File: src/rtl/score_pkg.sv
// ---------------------------------------------------------------------------
// score_pkg
// Shared definitions for the score_counter block: the score width, the
// milestone step and its sub-counter width, and the game-round state
// encoding.
// ---------------------------------------------------------------------------
package score_pkg;

   localparam int SCORE_W        = 13;
   localparam int MILESTONE_STEP = 100;
   localparam int SUB_W          = 7;   // holds 0..MILESTONE_STEP-1

   typedef enum logic [1:0] {
      S_IDLE = 2'd0,
      S_RUN  = 2'd1,
      S_OVER = 2'd2
   } state_e;

endpackage

File: src/rtl/tick_prescaler.sv
// ---------------------------------------------------------------------------
// tick_prescaler
// Wrapping counter 0..TICK_DIV-1. While en is high it advances every cycle
// and tick is high during the cycle in which it wraps. clr forces the count
// back to 0 and has priority over en. TICK_DIV must be >= 2.
//
// Ports:
//   clk2   in   system clock, rising edge
//   reset  in   asynchronous, active-low reset
//   clr    in   synchronous clear of the count (priority over en)
//   en     in   count enable
//   tick   out  high in the wrap cycle while en is high
// ---------------------------------------------------------------------------
module tick_prescaler #(
   parameter int TICK_DIV = 50000
) (
   input  logic clk2,
   input  logic reset,
   input  logic clr,
   input  logic en,
   output logic tick
);

   localparam int               CNT_W    = $clog2(TICK_DIV);
   localparam logic [CNT_W-1:0] CNT_LAST = CNT_W'(TICK_DIV - 1);

   logic [CNT_W-1:0] cnt_q;
   logic [CNT_W-1:0] cnt_d;

   // NOTE: every combinational output gets a default before any branch;
   // a path that leaves it unassigned would infer a latch.
   always_comb begin
      cnt_d = cnt_q;
      if (clr) begin
         cnt_d = '0;
      end else if (en) begin
         cnt_d = (cnt_q == CNT_LAST) ? '0 : cnt_q + CNT_W'(1);
      end
   end

   // NOTE: state registers use non-blocking assignment so every flop samples
   // the pre-edge values regardless of process ordering.
   always_ff @(posedge clk2 or negedge reset) begin
      if (!reset) begin
         cnt_q <= '0;
      end else begin
         cnt_q <= cnt_d;
      end
   end

   assign tick = en && !clr && (cnt_q == CNT_LAST);

endmodule

File: src/rtl/score_counter.sv
// ---------------------------------------------------------------------------
// score_counter
// Game-round state machine and score generator feeding the score display.
// A start rising edge begins a round (score cleared); each prescaler tick
// adds one point up to SCORE_MAX; a hit ends the round and freezes the
// score. Every nonzero multiple of 100 reached gives a one-cycle milestone
// pulse, coincident with the new score becoming visible.
//
// Optional feature macro: SCORE_HISCORE_EN
//   defined   - session high score register, updated on RUN->OVER
//   undefined - hiscore tied to zero, no compare logic
//
// Ports:
//   clk2       in   system clock, rising edge
//   reset      in   asynchronous, active-low reset
//   start      in   level; rising edge starts a round from IDLE or OVER
//   hit        in   level collision flag, acted on only in RUN
//   score      out  current score (13 bits, unsigned)
//   hiscore    out  best score of the session (13 bits)
//   running    out  high while in RUN
//   game_over  out  high while in OVER
//   milestone  out  one-cycle pulse on reaching a nonzero multiple of 100
// ---------------------------------------------------------------------------
module score_counter
   import score_pkg::*;
#(
   parameter int TICK_DIV  = 50000,
   parameter int SCORE_MAX = 6399
) (
   input  logic               clk2,
   input  logic               reset,
   input  logic               start,
   input  logic               hit,
   output logic [SCORE_W-1:0] score,
   output logic [SCORE_W-1:0] hiscore,
   output logic               running,
   output logic               game_over,
   output logic               milestone
);

   localparam logic [SCORE_W-1:0] SCORE_MAX_C = SCORE_W'(SCORE_MAX);
   localparam logic [SUB_W-1:0]   SUB_LAST    = SUB_W'(MILESTONE_STEP - 1);

   state_e             state_q, state_d;
   logic               start_q;
   logic [SCORE_W-1:0] score_q, score_d;
   logic [SUB_W-1:0]   sub_q, sub_d;
   logic               milestone_q, milestone_d;

   logic start_rise;
   logic enter_run;
   logic tick;

   assign start_rise = start & ~start_q;

   tick_prescaler #(
      .TICK_DIV (TICK_DIV)
   ) u_prescaler (
      .clk2  (clk2),
      .reset (reset),
      .clr   (enter_run),
      .en    (state_q == S_RUN),
      .tick  (tick)
   );

   // Round state machine; start_rise in RUN and hit outside RUN are ignored.
   always_comb begin
      state_d   = state_q;
      enter_run = 1'b0;
      unique case (state_q)
         S_IDLE, S_OVER: begin
            if (start_rise) begin
               state_d   = S_RUN;
               enter_run = 1'b1;
            end
         end
         S_RUN: begin
            if (hit) state_d = S_OVER;
         end
         default: state_d = S_IDLE;
      endcase
   end

   // Score and hundreds sub-counter. A hit in a tick cycle suppresses the
   // increment; at SCORE_MAX the sub-counter stops too, so no milestones.
   always_comb begin
      score_d     = score_q;
      sub_d       = sub_q;
      milestone_d = 1'b0;
      if (enter_run) begin
         score_d = '0;
         sub_d   = '0;
      end else if (state_q == S_RUN && tick && !hit && score_q < SCORE_MAX_C) begin
         score_d = score_q + SCORE_W'(1);
         if (sub_q == SUB_LAST) begin
            sub_d       = '0;
            milestone_d = 1'b1;
         end else begin
            sub_d = sub_q + SUB_W'(1);
         end
      end
   end

   always_ff @(posedge clk2 or negedge reset) begin
      if (!reset) begin
         state_q     <= S_IDLE;
         start_q     <= 1'b0;
         score_q     <= '0;
         sub_q       <= '0;
         milestone_q <= 1'b0;
      end else begin
         state_q     <= state_d;
         start_q     <= start;
         score_q     <= score_d;
         sub_q       <= sub_d;
         milestone_q <= milestone_d;
      end
   end

`ifdef SCORE_HISCORE_EN
   logic [SCORE_W-1:0] hiscore_q, hiscore_d;

   // Captured on the RUN->OVER cycle; score is frozen there, so score_q is
   // the final score of the round.
   always_comb begin
      hiscore_d = hiscore_q;
      if (state_q == S_RUN && hit && score_q > hiscore_q) begin
         hiscore_d = score_q;
      end
   end

   always_ff @(posedge clk2 or negedge reset) begin
      if (!reset) begin
         hiscore_q <= '0;
      end else begin
         hiscore_q <= hiscore_d;
      end
   end

   assign hiscore = hiscore_q;
`else
   assign hiscore = '0;
`endif

   assign score     = score_q;
   assign running   = (state_q == S_RUN);
   assign game_over = (state_q == S_OVER);
   assign milestone = milestone_q;

endmodule

File: config.mk
export PLATFORM = sky130hd
export DESIGN_NAME = score_counter
export DESIGN_NICKNAME = d
export VERILOG_FILES = /design/src/rtl/score_pkg.sv /design/src/rtl/tick_prescaler.sv /design/src/rtl/score_counter.sv
export SDC_FILE = /design/constraint.sdc
export NUM_CORES = 1
export LEC_CHECK = 0
export ABC_CLOCK_PERIOD_IN_PS = 2540
export BUFFER_PORTS_ARGS = -buffer_cell sky130_fd_sc_hd__buf_2
export CORE_MARGIN = 4
export CORE_UTILIZATION = 45
export CTS_CLUSTER_DIAMETER = 50
export DETAILED_ROUTE_END_ITERATION = 8
export HOLD_SLACK_MARGIN = 0.05
export PLACE_DENSITY = 0.7
export SYNTH_ARGS = -nofsm -noshare
export SYNTH_HDL_FRONTEND = slang
export SYNTH_SLANG_ARGS = --single-unit
File: constraint.sdc
create_clock -name clk2 -period 2.54 [get_ports clk2]
set_clock_uncertainty 0.05 [all_clocks]
set_input_delay 0.381 -clock clk2 [delete_from_list [all_inputs] [get_ports clk2]]
set_output_delay 0.381 -clock clk2 [all_outputs]
set_load 0.005 [all_outputs]
After elaboration in Yosys (flattened, before gate mapping)
Index checks and enable logic that the tools add are counted.
{"block": "totals", "reg_bits": 40, "word_cells": 46, "out_inout_bits": 29}
{"block": "classes", "muxes": 16, "bitwise_logic": 2, "add_sub_neg": 3, "n_reduce_logical": 12, "magnitude_cmp": 1, "eq_ne": 6}
{"cell": "$mux W16", "count": 3}
{"cell": "$mux W13", "count": 2}
{"cell": "$mux W7", "count": 3}
{"cell": "$add A16 B1 Y16 const B", "count": 1}
{"cell": "$eq A16 B16 Y1 const B", "count": 1}
{"cell": "$add A13 B1 Y13 const B", "count": 1}
{"cell": "$lt A13 B13 Y1 const B", "count": 1}
{"cell": "$add A7 B1 Y7 const B", "count": 1}
{"cell": "$eq A7 B7 Y1 const B", "count": 1}
{"cell": "$logic_and A1 B1 Y1", "count": 5}
{"cell": "$mux W1", "count": 5}
{"cell": "$mux W2", "count": 2}
{"cell": "$ne A2 B2 Y1 const B", "count": 2}
{"cell": "$pmux W2 S2", "count": 1}
{"cell": "$reduce_bool A2 Y1", "count": 2}
{"cell": "$eq A2 B1 Y1 const B", "count": 1}
{"cell": "$eq A2 B2 Y1 const B", "count": 1}
{"cell": "$logic_not A1 Y1", "count": 2}
{"cell": "$logic_not A2 Y1", "count": 1}
{"cell": "$reduce_and A2 Y1", "count": 1}
{"cell": "$reduce_or A2 Y1", "count": 1}
{"cell": "$and A1 B1 Y1", "count": 1}
{"cell": "$not A1 Y1", "count": 1}

Depth between registers and ports, before layout
Gate-level depths: netlist of run 1.
{"block": "depth", "ltp_word": 12, "ltp_mapped": 8}

Hierarchy
A second synthesis of run 1 with hierarchy kept.
{"block": "unflattened", "cells_unflattened": 270, "hier_area_um2": 2551.2}
{"module": "score_counter", "n_inst": 1, "seq_area_each_um2": 600.6, "area_each_um2": 1574.0, "cells_each": 167}
{"module": "tick_prescaler", "n_inst": 1, "seq_area_each_um2": 400.4, "area_each_um2": 977.2, "cells_each": 103}

Worst setup path before layout of run 1
Ideal clock, no wire load.
{"block": "synth_path", "path_kind": "reg2reg", "start": "register u_prescaler.cnt_q[10]", "end": "register sub_q[5]", "path_buffers": 0, "arrival_time_ns": 2.248, "path_stages_with_launch": 6, "path_slack_ns": 0.160, "setup_ns": 0.082, "path_cell_list": "dfrtp_1 -> or4b_4 -> nor4_4 -> o211ai_4 -> or4_1 -> a31oi_1"}
{"block": "synth_between", "elab_chain_len": 6}
{"item": "from (decl)", "line_no": "tick_prescaler.sv:27", "text": "logic [CNT_W-1:0] cnt_q;"}
{"item": "from (signal assigned)", "line_no": "tick_prescaler.sv:47", "text": "cnt_q <= cnt_d;"}
{"item": "$eq A16 B16 Y1", "line_no": "tick_prescaler.sv:51", "text": "assign tick = en && !clr && (cnt_q == CNT_LAST);"}
{"item": "$logic_and A1 B1 Y1", "line_no": "tick_prescaler.sv:51"}
{"item": "$logic_and A1 B1 Y1 (3 in series)", "line_no": "score_counter.sv:93", "text": "end else if (state_q == S_RUN && tick && !hit && score_q < SCORE_MAX_C) begin"}
{"item": "$reduce_bool A2 Y1 (no source line)"}
{"item": "to (signal assigned)", "line_no": "score_counter.sv:115", "text": "sub_q <= sub_d;"}
{"item": "to (decl)", "line_no": "score_counter.sv:47", "text": "logic [SUB_W-1:0] sub_q, sub_d;"}
No other way between the ends.
A chain may end at the register's enable or synchronous reset.

Worst setup path in the final report of run 1
{"block": "layout_path", "start": "register u_prescaler.cnt_q[10]", "end": "register sub_q[4]"}
Same word-level chain as after synthesis.

==> metrics, run 1 <==
Slew Limit Fails=0; Die Wd=77.9 µm; Post-Syn Area=around 0.0022 mm²; IO Count=33; syn avg cell area=9.09 µm²; Routed WL per cell=13.6 µm; RSZ-0062 raised after global routing=true; final wirelength=4.54 mm; post-route minimum period=2.37 ns; worst setup margin=about 0.17 ns; initial antenna violation count=0; Iteration-0 DRC Markers=approximately 120; fillers=445; clk_lat worst skew=slightly below 0.3 ns; Ant. Diodes=0; most frequent cells in the layout=dfrtp_1 (40), nand2_1 (23), o21ai_0 (22), buf_2 (19), nor2_1 (17); reg2reg start=u_prescaler.cnt_q[10]; die area=0.00607 mm²; global route overflow=0; PortBufs=19; htree depth=2; Max Cap Violations=0; fin cells=roughly 330; chip height=77.9 µm; Worst-Margin Slew=0.892 ns; Synth Warn #=0; Core Util, Final=0.525; most common cell after layout, fill and taps aside=dfrtp_1; share of cells above drive strength 1=0.158; FP Rows=25; P&R area growth vs syn=12.7%; first-pass GRT wire length=8.11 mm; Hold Vio Cnt, Final=0; Post-Place Cells=roughly 330; setup TNS=0 ns; Longest Clk Path Bufs=2; placeable core region=about 0.0047 mm²; flops & latches, synth=40; vias in the first global route=1,727; multi-input logic area=0.00110 mm²; Final Cycle Share=0.933; Initial Util=0.466; max_slew headroom=0.406; Place WS=0.149 ns; r2r setup slk=0.17 ns; highest clock rate=422 MHz; Pleak=1.08 nW; Clock Pin Slew Worst Setup and Hold Paths=about 0.080 ns; Total Power=0.00151 W; root buffer cell=clkbuf_8; endpoint class of the critical path=flip-flop; Syn Inst Count=242; Cell variety after synth=41; CTS buffer count=5; vias=1,849; Crit Reg-Reg Endpoint=sub_q[4]; Req. time, crit path=2.71 ns; Cell Pwr Density=610 mW/mm²; post-route ant nets=0; pin count of the biggest net entering global routing=41; register area=0.00100 mm²; CTS tree=yes; post-CTS setup buffers=0; GR Util All Layers=0.164; FF-to-FF path depth=6; slowest stage cell, crit path=or4b_4; Hold Path Class=in -> async; critical path class=reg -> reg; Final setup viols=0; CP arrival=2.54 ns; crit path cell chain=or4b_4 -> nor4_4 -> buf_4 -> o2111ai_2 -> or3_1 -> a21oi_1; maximum fanout along the worst path=8; Startpoint Class=flip-flop; Vias/cell=5.55; DRC=0; sequential fraction of the synthesis area=0.455; DRT Pass-1 Iters=4; clk sinks=40; placer's final routability congestion estimate=0.790; Final nets=272; Worst path max stage delay=0.55 ns; Peak supply drop=0.421 mV; outcome=finished, final reports clean; HPWL after detailed placement=3.10 mm
[area by class of cell]
type / count / share of cell area
inverter: 6 / 0.00908
sequential: 40 / 0.404
multi-input combinational: 186 / 0.443
tap: 67 / 0.0338
clock buffer: 6 / 0.0333
timing repair buffer: 26 / 0.0610
clock inverter: 2 / 0.0156
[how the worst max path moves through the flow]
stage                                      from  endpoint  slack [ns]  cells past startpoint
after floorplan           u_prescaler.cnt_q[10]  sub_q[5]        0.16                      5
after global placement    u_prescaler.cnt_q[10]  sub_q[3]        0.19                      6
after detailed placement  u_prescaler.cnt_q[10]  sub_q[5]        0.15                      5
after CTS                 u_prescaler.cnt_q[10]  sub_q[4]        0.10                      6
after global routing      u_prescaler.cnt_q[10]  sub_q[3]      -0.003                      6
final                     u_prescaler.cnt_q[10]  sub_q[4]        0.17                      6
[through the flow]
stage,hold slack (ns),instance area [µm²]
global route,0.178,2480
detailed placement,0.469,2350
global placement,0.469,2350
finish,0.160,2480
floorplan,0.0354,2240
CTS,0.179,2470
[critical path, delay by kind of cell (launching register included)]
kind            cells  cell delay [ns]
simple gates        3             1.30
flops               1             0.40
compound gates      2             0.33
buf+inv             1             0.22
[kinds of logic after synthesis]
kind of cell             count (synthesis)  synth area share
AND/OR/NAND/NOR                        104             0.263
AO/OA/AOI/OAI                           59             0.164
flip-flops                              40             0.455
buffers and inverters                   28            0.0705
XOR/XNOR                                 7            0.0279
adder cells (fa/ha/maj)                  3            0.0171
other                                    1           0.00170
[report_power, final]
part | leakage, nW | total [W] | switching [W] | internal, W
combinational | 0.477 | 0.000200 | 0.000119 | 0.0000809
sequential | 0.546 | 0.000764 | 0.0000720 | 0.000692
clock | 0.0614 | 0.000550 | 0.000228 | 0.000321
[layer usage]
metal,track usage,vias to the layer above,share of wire
met1,0.227,883,0.47
met4,0.0420,0,0.0099
met3,0.0360,5,0.054
met5,0,-,0
met2,0.260,58,0.46
li1,-,903,-
[synthesized netlist by cell type]
cell type	n	area, µm²
a211oi_1	1	7.51
a21oi_1	16	80.1
a22o_1	3	26.3
a311oi_1	1	8.76
a31oi_1	6	37.5
and3_1	3	18.8
and4_1	3	26.3
buf_2	1	5.00
buf_4	13	97.6
clkbuf_1	8	30.0
conb_1	1	3.75
dfrtp_1	40	1000
ha_1	3	37.5
inv_1	6	22.5
nand2_1	23	86.3
nand2b_1	2	12.5
nand3_1	13	65.1
nand3b_1	1	7.51
nand4_1	8	50.1
nand4b_1	3	26.3
nor2_1	17	63.8
nor2b_1	1	6.26
nor3_1	6	30.0
nor3b_1	1	7.51
nor4_1	1	6.26
nor4_4	1	21.3
nor4b_1	1	8.76
o2111ai_1	1	8.76
o211ai_1	2	15.0
o211ai_4	1	21.3
o21a_1	1	7.51
o21ai_0	22	110
o31a_1	1	8.76
o31ai_1	4	30.0
or2_2	1	6.26
or3_1	12	75.1
or3b_2	2	17.5
or4_1	4	30.0
or4b_4	1	13.8
xnor2_1	3	26.3
xor2_1	4	35.0
[flip-flops by register name (all words and copies together), names as in the netlist]
name and flops:
start_q 1, u_prescaler.cnt_q 16, milestone 1, sub_q 7, state_q 2, score 13
[timing repair]
| action | CTS | global route |
|---|---|---|
| gates resized for setup | 0 | 2 |
| setup endpoints to repair | 0 | 4 |
| hold buffers | 0 | 0 |
Note: power is estimated with default switching activity, not from simulation.
==> run 2, diff against run 1 <==
--- a/config.mk
+++ b/config.mk
@@ -7,12 +7,12 @@
 export LEC_CHECK = 0
 export ABC_CLOCK_PERIOD_IN_PS = 2540
 export BUFFER_PORTS_ARGS = -buffer_cell sky130_fd_sc_hd__buf_2
-export CORE_MARGIN = 4
 export CORE_UTILIZATION = 45
 export CTS_CLUSTER_DIAMETER = 50
 export DETAILED_ROUTE_END_ITERATION = 8
+export GPL_TIMING_DRIVEN = 0
 export HOLD_SLACK_MARGIN = 0.05
-export PLACE_DENSITY = 0.7
+export PLACE_DENSITY = 0.65
 export SYNTH_ARGS = -nofsm -noshare
 export SYNTH_HDL_FRONTEND = slang
 export SYNTH_SLANG_ARGS = --single-unit
==> metrics, run 2 (synthesis gave the netlist of run 1 again) <==
CP endpoint=score[11]; Die Wd=71.9 µm; initial antenna violation count=0; Total Power=0.00142 W; Core Util, Final=0.537; post-route minimum period=2.40 ns; maximum fanout along the worst path=10; root buffer cell=clkbuf_8; r2r setup slk=0.14 ns; Slew Limit Fails=0; Iteration-0 DRC Markers=105; Vias/cell=5.46; clk sinks=40; Crit Reg-Reg Endpoint=score[11]; Initial Util=0.466; Pleak=1.13 nW; Final nets=around 290; reg2reg start=u_prescaler.cnt_q[10]; most common cell after layout, fill and taps aside=dfrtp_1; DRC=0; Max Cap Violations=0; CTS tree=yes; Worst-Margin Slew=0.867 ns; IO Count=33; first-pass GRT wire length=7.69 mm; endpoint class of the critical path=flip-flop; FF-to-FF path depth=7; Final Cycle Share=0.945; pin count of the biggest net entering global routing=41; placeable core region=0.00472 mm²; max reg flops=16; most frequent cells in the layout=dfrtp_1 (40), nand2_1 (23), o21ai_0 (22), buf_2 (20), nor2_1 (17); htree depth=2; global route overflow=0; Longest Clk Path Bufs=2; GR Util All Layers=0.191; HPWL after detailed placement=3.09 mm; P&R area growth vs syn=15.2%; Hold Vio Cnt, Final=0; Routed WL per cell=between 10 and 15 µm; highest clock rate=approximately 420 MHz; FP Rows=25; vias=around 1.9k; CTS buffer count=5; Crit. Startpoint=u_prescaler.cnt_q[10]; Final setup viols=0; Clock Pin Slew Worst Setup and Hold Paths=about 0.08 ns; post-route ant nets=0; Ant. Diodes=0; outcome=finished, final reports clean; Hold Path Class=in -> async; CP arrival=2.58 ns; Req. time, crit path=2.72 ns; max_slew headroom=0.422; Peak supply drop=0.303 mV; die area=around 0.0052 mm²; clk_lat worst skew=0.30 ns; Cell Pwr Density=561 mW/mm²; chip height=71.9 µm; RSZ-0062 raised after global routing=false; PortBufs=19; DRT Pass-1 Iters=4; placer's final routability congestion estimate=approximately 0.8; final wirelength=4.65 mm; Startpoint Class=flip-flop; largest reg by FF count=u_prescaler.cnt_q; Hold Buf Count CTS=0; critical path class=reg -> reg; vias in the first global route=1,585; share of cells above drive strength 1=0.173
-- run 2: worst min path at each step --
| stage | startpoint | endpoint | slack, ns | depth (start not counted) |
|---|---|---|---|---|
| global route | start | start_q | 0.17 | 1 |
| CTS | start | start_q | 0.16 | 1 |
| global placement | u_prescaler.cnt_q[7] | u_prescaler.cnt_q[7] | 0.46 | 1 |
| floorplan | reset | milestone | 0.04 | 0 |
| finish | reset | score[4] | 0.14 | 1 |
| detailed placement | u_prescaler.cnt_q[7] | u_prescaler.cnt_q[7] | 0.48 | 1 |
-- run 2: cell type report --
class	count	area (µm²)
Inverter	6	22.5
Tap cell	67	83.8
Clock buffer	8	90.1
Multi-Input combinational cell	186	1090
Fill cell	462	2190
Sequential cell	40	1000
Buffer	22	134
Timing Repair Buffer	21	110
-- run 2: critical path: stages, from the launching register on --
cell      delay (ns)
dfrtp_1         0.43
or4b_4          0.57
nor4_4          0.27
buf_4           0.17
o211ai_4        0.11
buf_2           0.21
or3_1           0.36
a21oi_1         0.15
-- run 2: repair_timing --
item                                    in CTS  in global routing
endpoints found under the setup margin      19                  5
resized for setup                            0                  3
pin swaps                                    1                  1
endpoints found under the hold margin        0                  0
buffers inserted                             1                  1
-- run 2: through the flow --
stage                     TNS [ns]  setup slack, ns  hold slack, ns  instances  instance area [µm²]
after global placement       -2.06           -0.187           0.460        340                 2420
after floorplan                  0            0.160          0.0354        254                 2240
after CTS                        0            0.119           0.157        349                 2520
final                            0            0.139           0.144        350                 2530
after global routing             0           0.0310           0.170        350                 2530
after detailed placement     -1.76           -0.159           0.476        340                 2420
-- run 2: layer usage --
metal,global-route usage,share of wire,up-vias
met3,0.0458,0.035,9
met1,0.290,0.52,915
met2,0.266,0.43,48
li1,-,-,940
met5,0,0,-
met4,0.0697,0.016,0
-- run 2: power by group --
group	total (W)	leakage (nW)	internal (W)	switching, W
combinational	0.000213	0.537	0.0000858	0.000128
clock	0.000452	0.0455	0.000222	0.000230
sequential	0.000758	0.546	0.000692	0.0000652
total	0.00142	1.13	0.00100	0.000423
==> run 3, diff against run 2 <==
--- a/config.mk
+++ b/config.mk
@@ -5,14 +5,14 @@
 export SDC_FILE = /design/constraint.sdc
 export NUM_CORES = 1
 export LEC_CHECK = 0
-export ABC_CLOCK_PERIOD_IN_PS = 2540
+export ABC_CLOCK_PERIOD_IN_PS = 2850
 export BUFFER_PORTS_ARGS = -buffer_cell sky130_fd_sc_hd__buf_2
 export CORE_UTILIZATION = 45
 export CTS_CLUSTER_DIAMETER = 50
 export DETAILED_ROUTE_END_ITERATION = 8
 export GPL_TIMING_DRIVEN = 0
 export HOLD_SLACK_MARGIN = 0.05
-export PLACE_DENSITY = 0.65
+export PLACE_DENSITY = 0.62
 export SYNTH_ARGS = -nofsm -noshare
 export SYNTH_HDL_FRONTEND = slang
 export SYNTH_SLANG_ARGS = --single-unit
==> constraint.sdc (replaced) <==
create_clock -name clk2 -period 2.85 [get_ports clk2]
set_clock_uncertainty 0.05 [all_clocks]
set_input_delay 0.4275 -clock clk2 [delete_from_list [all_inputs] [get_ports clk2]]
set_output_delay 0.4275 -clock clk2 [all_outputs]
set_load 0.005 [all_outputs]
==> metrics, run 3 (synthesis gave the netlist of run 1 again) <==
outcome=finished, final reports clean; placeable core region=approximately 0.0047 mm²; Die Wd=71.9 µm; Cell Pwr Density=between 500 and 600 mW/mm²; Worst-Margin Slew=between 0.9 and 1 ns; Vias/cell=5.31; CTS tree=yes; Final Cycle Share=0.929; Internal=0.000887 W; PortBufs=19; max reg flops=16; DRC=0; Max Cap Violations=0; clk sinks=40; P&R area growth vs syn=14.4%; highest clock rate=roughly 380 MHz; share of cells above drive strength 1=0.167; die area=0.00517 mm²; chip height=roughly 72 µm; first-pass GRT wire length=7.67 mm; Routed WL per cell=13.0 µm; FP Rows=25; most frequent cells in the layout=dfrtp_1 (40), nand2_1 (23), o21ai_0 (22), buf_2 (20), nor2_1 (17); Total Power=around 0.0013 W; Startpoint Class=flip-flop; global route overflow=0; Clock power frac=0.315; Pleak=1.12 nW; htree depth=2; DRT Pass-1 Iters=4; CTS buffer count=5; HPWL after detailed placement=3.11 mm; Net Sw Frac=0.295; Hold Buf Count CTS=0; final wirelength=4.53 mm; CP arrival=2.76 ns; vias=1,848; Psw=0.000372 W; vias in the first global route=about 1.6k; GR Util All Layers=0.192; Reg power frac=0.536; Slew Limit Fails=0; clk_lat worst skew=0.29 ns; critical path class=reg -> reg; Fin Hold WS=0.204 ns; register area=between 0.001 and 0.0015 mm²; pin count of the biggest net entering global routing=41; combinational power share=0.149; Longest Clk Path Bufs=2; Peak supply drop=0.280 mV; maximum fanout along the worst path=10; largest reg by FF count=u_prescaler.cnt_q; setup TNS=0 ns; Final setup viols=0; placer's final routability congestion estimate=0.811; initial antenna violation count=0; Req. time, crit path=around 3.0 ns; RSZ-0062 raised after global routing=false; Hold Vio Cnt, Final=0; post-route minimum period=around 2.6 ns; Hold Path Class=in -> async; FF-to-FF path depth=7; multi-input logic area=0.00109 mm²; max_slew headroom=0.345; fillers=roughly 450; IO Count=33; Clock Pin Slew Worst Setup and Hold Paths=0.08 ns; post-route ant nets=0; Final nets=around 290; endpoint class of the critical path=flip-flop; Initial Util=0.466; Iteration-0 DRC Markers=116; Ant. Diodes=0; root buffer cell=clkbuf_8; most common cell after layout, fill and taps aside=dfrtp_1
==> run 3: changes by cell type in the layout (fill, tap and decap cells not counted) <==
cell,delta
clkbuf_2,-1
nor3b_1,+1
nor3b_2,-1
buf_4,-2
clkinv_2,+2
clkbuf_1,-1
==> run 3: final timing paths <==
path                                      start              endpoint  slack (ns)
setup / recovery           u_prescaler.cnt_q[6]              score[3]        0.20
hold / removal                            reset              score[4]        0.20
setup reg to reg           u_prescaler.cnt_q[6]              score[3]        0.20
hold reg to reg            u_prescaler.cnt_q[7]  u_prescaler.cnt_q[7]        0.46
max in group asynchronous                 reset  u_prescaler.cnt_q[4]        1.98
min in group clk2                         start               start_q        0.22
==> run 3: through the flow <==
| stage | setup WS [ns] | utilization | cell area [µm²] | instances |
|---|---|---|---|---|
| global route | 0.0186 | 0.533 | 2520 | 348 |
| detailed placement | 0.155 | 0.513 | 2420 | 340 |
| global placement | 0.137 | 0.513 | 2420 | 340 |
| CTS | 0.126 | 0.533 | 2520 | 348 |
| finish | 0.203 | 0.533 | 2520 | 348 |
| floorplan | 0.470 | - | 2240 | 254 |
==> run 3: what timing repair did <==
item                       4_1_cts  5_1_grt
setup buffers                    0        0
resized for setup                0        0
setup endpoints to repair        0        3
==> run 3: layer usage <==
| layer | vias to the layer above | global-route usage | share of wire |
|---|---|---|---|
| met3 | 7 | 0.0458 | 0.036 |
| met2 | 41 | 0.271 | 0.43 |
| met4 | 0 | 0.0588 | 0.014 |
| met1 | 867 | 0.289 | 0.52 |
| li1 | 933 | - | - |
| met5 | - | 0 | 0 |
==> run 3: critical path, stage by stage (launching register included) <==
cell,delay (ns)
dfrtp_1,0.43
or3b_2,0.50
nor4_4,0.62
o211ai_4,0.22
buf_2,0.23
clkbuf_1,0.21
o21ai_0,0.18
a21oi_1,0.08
==> run 3: power groups by stage <==
stage               combinational, W  sequential [W]  clock [W]
floorplan                   0.000141        0.000670          0
global placement            0.000188        0.000681          0
detailed placement          0.000188        0.000684          0
CTS                         0.000188        0.000674   0.000414
global route                0.000212        0.000684   0.000430
finish                      0.000188        0.000675   0.000396
==> run 3: final cells by class <==
class / instances / area share
Buffer: 22 / 0.0527
Inverter: 6 / 0.00895
Tap cell: 67 / 0.0333
Sequential cell: 40 / 0.398
Timing Repair Buffer: 19 / 0.0378
Clock buffer: 6 / 0.0328
Multi-Input combinational cell: 186 / 0.433
Clock inverter: 2 / 0.00398
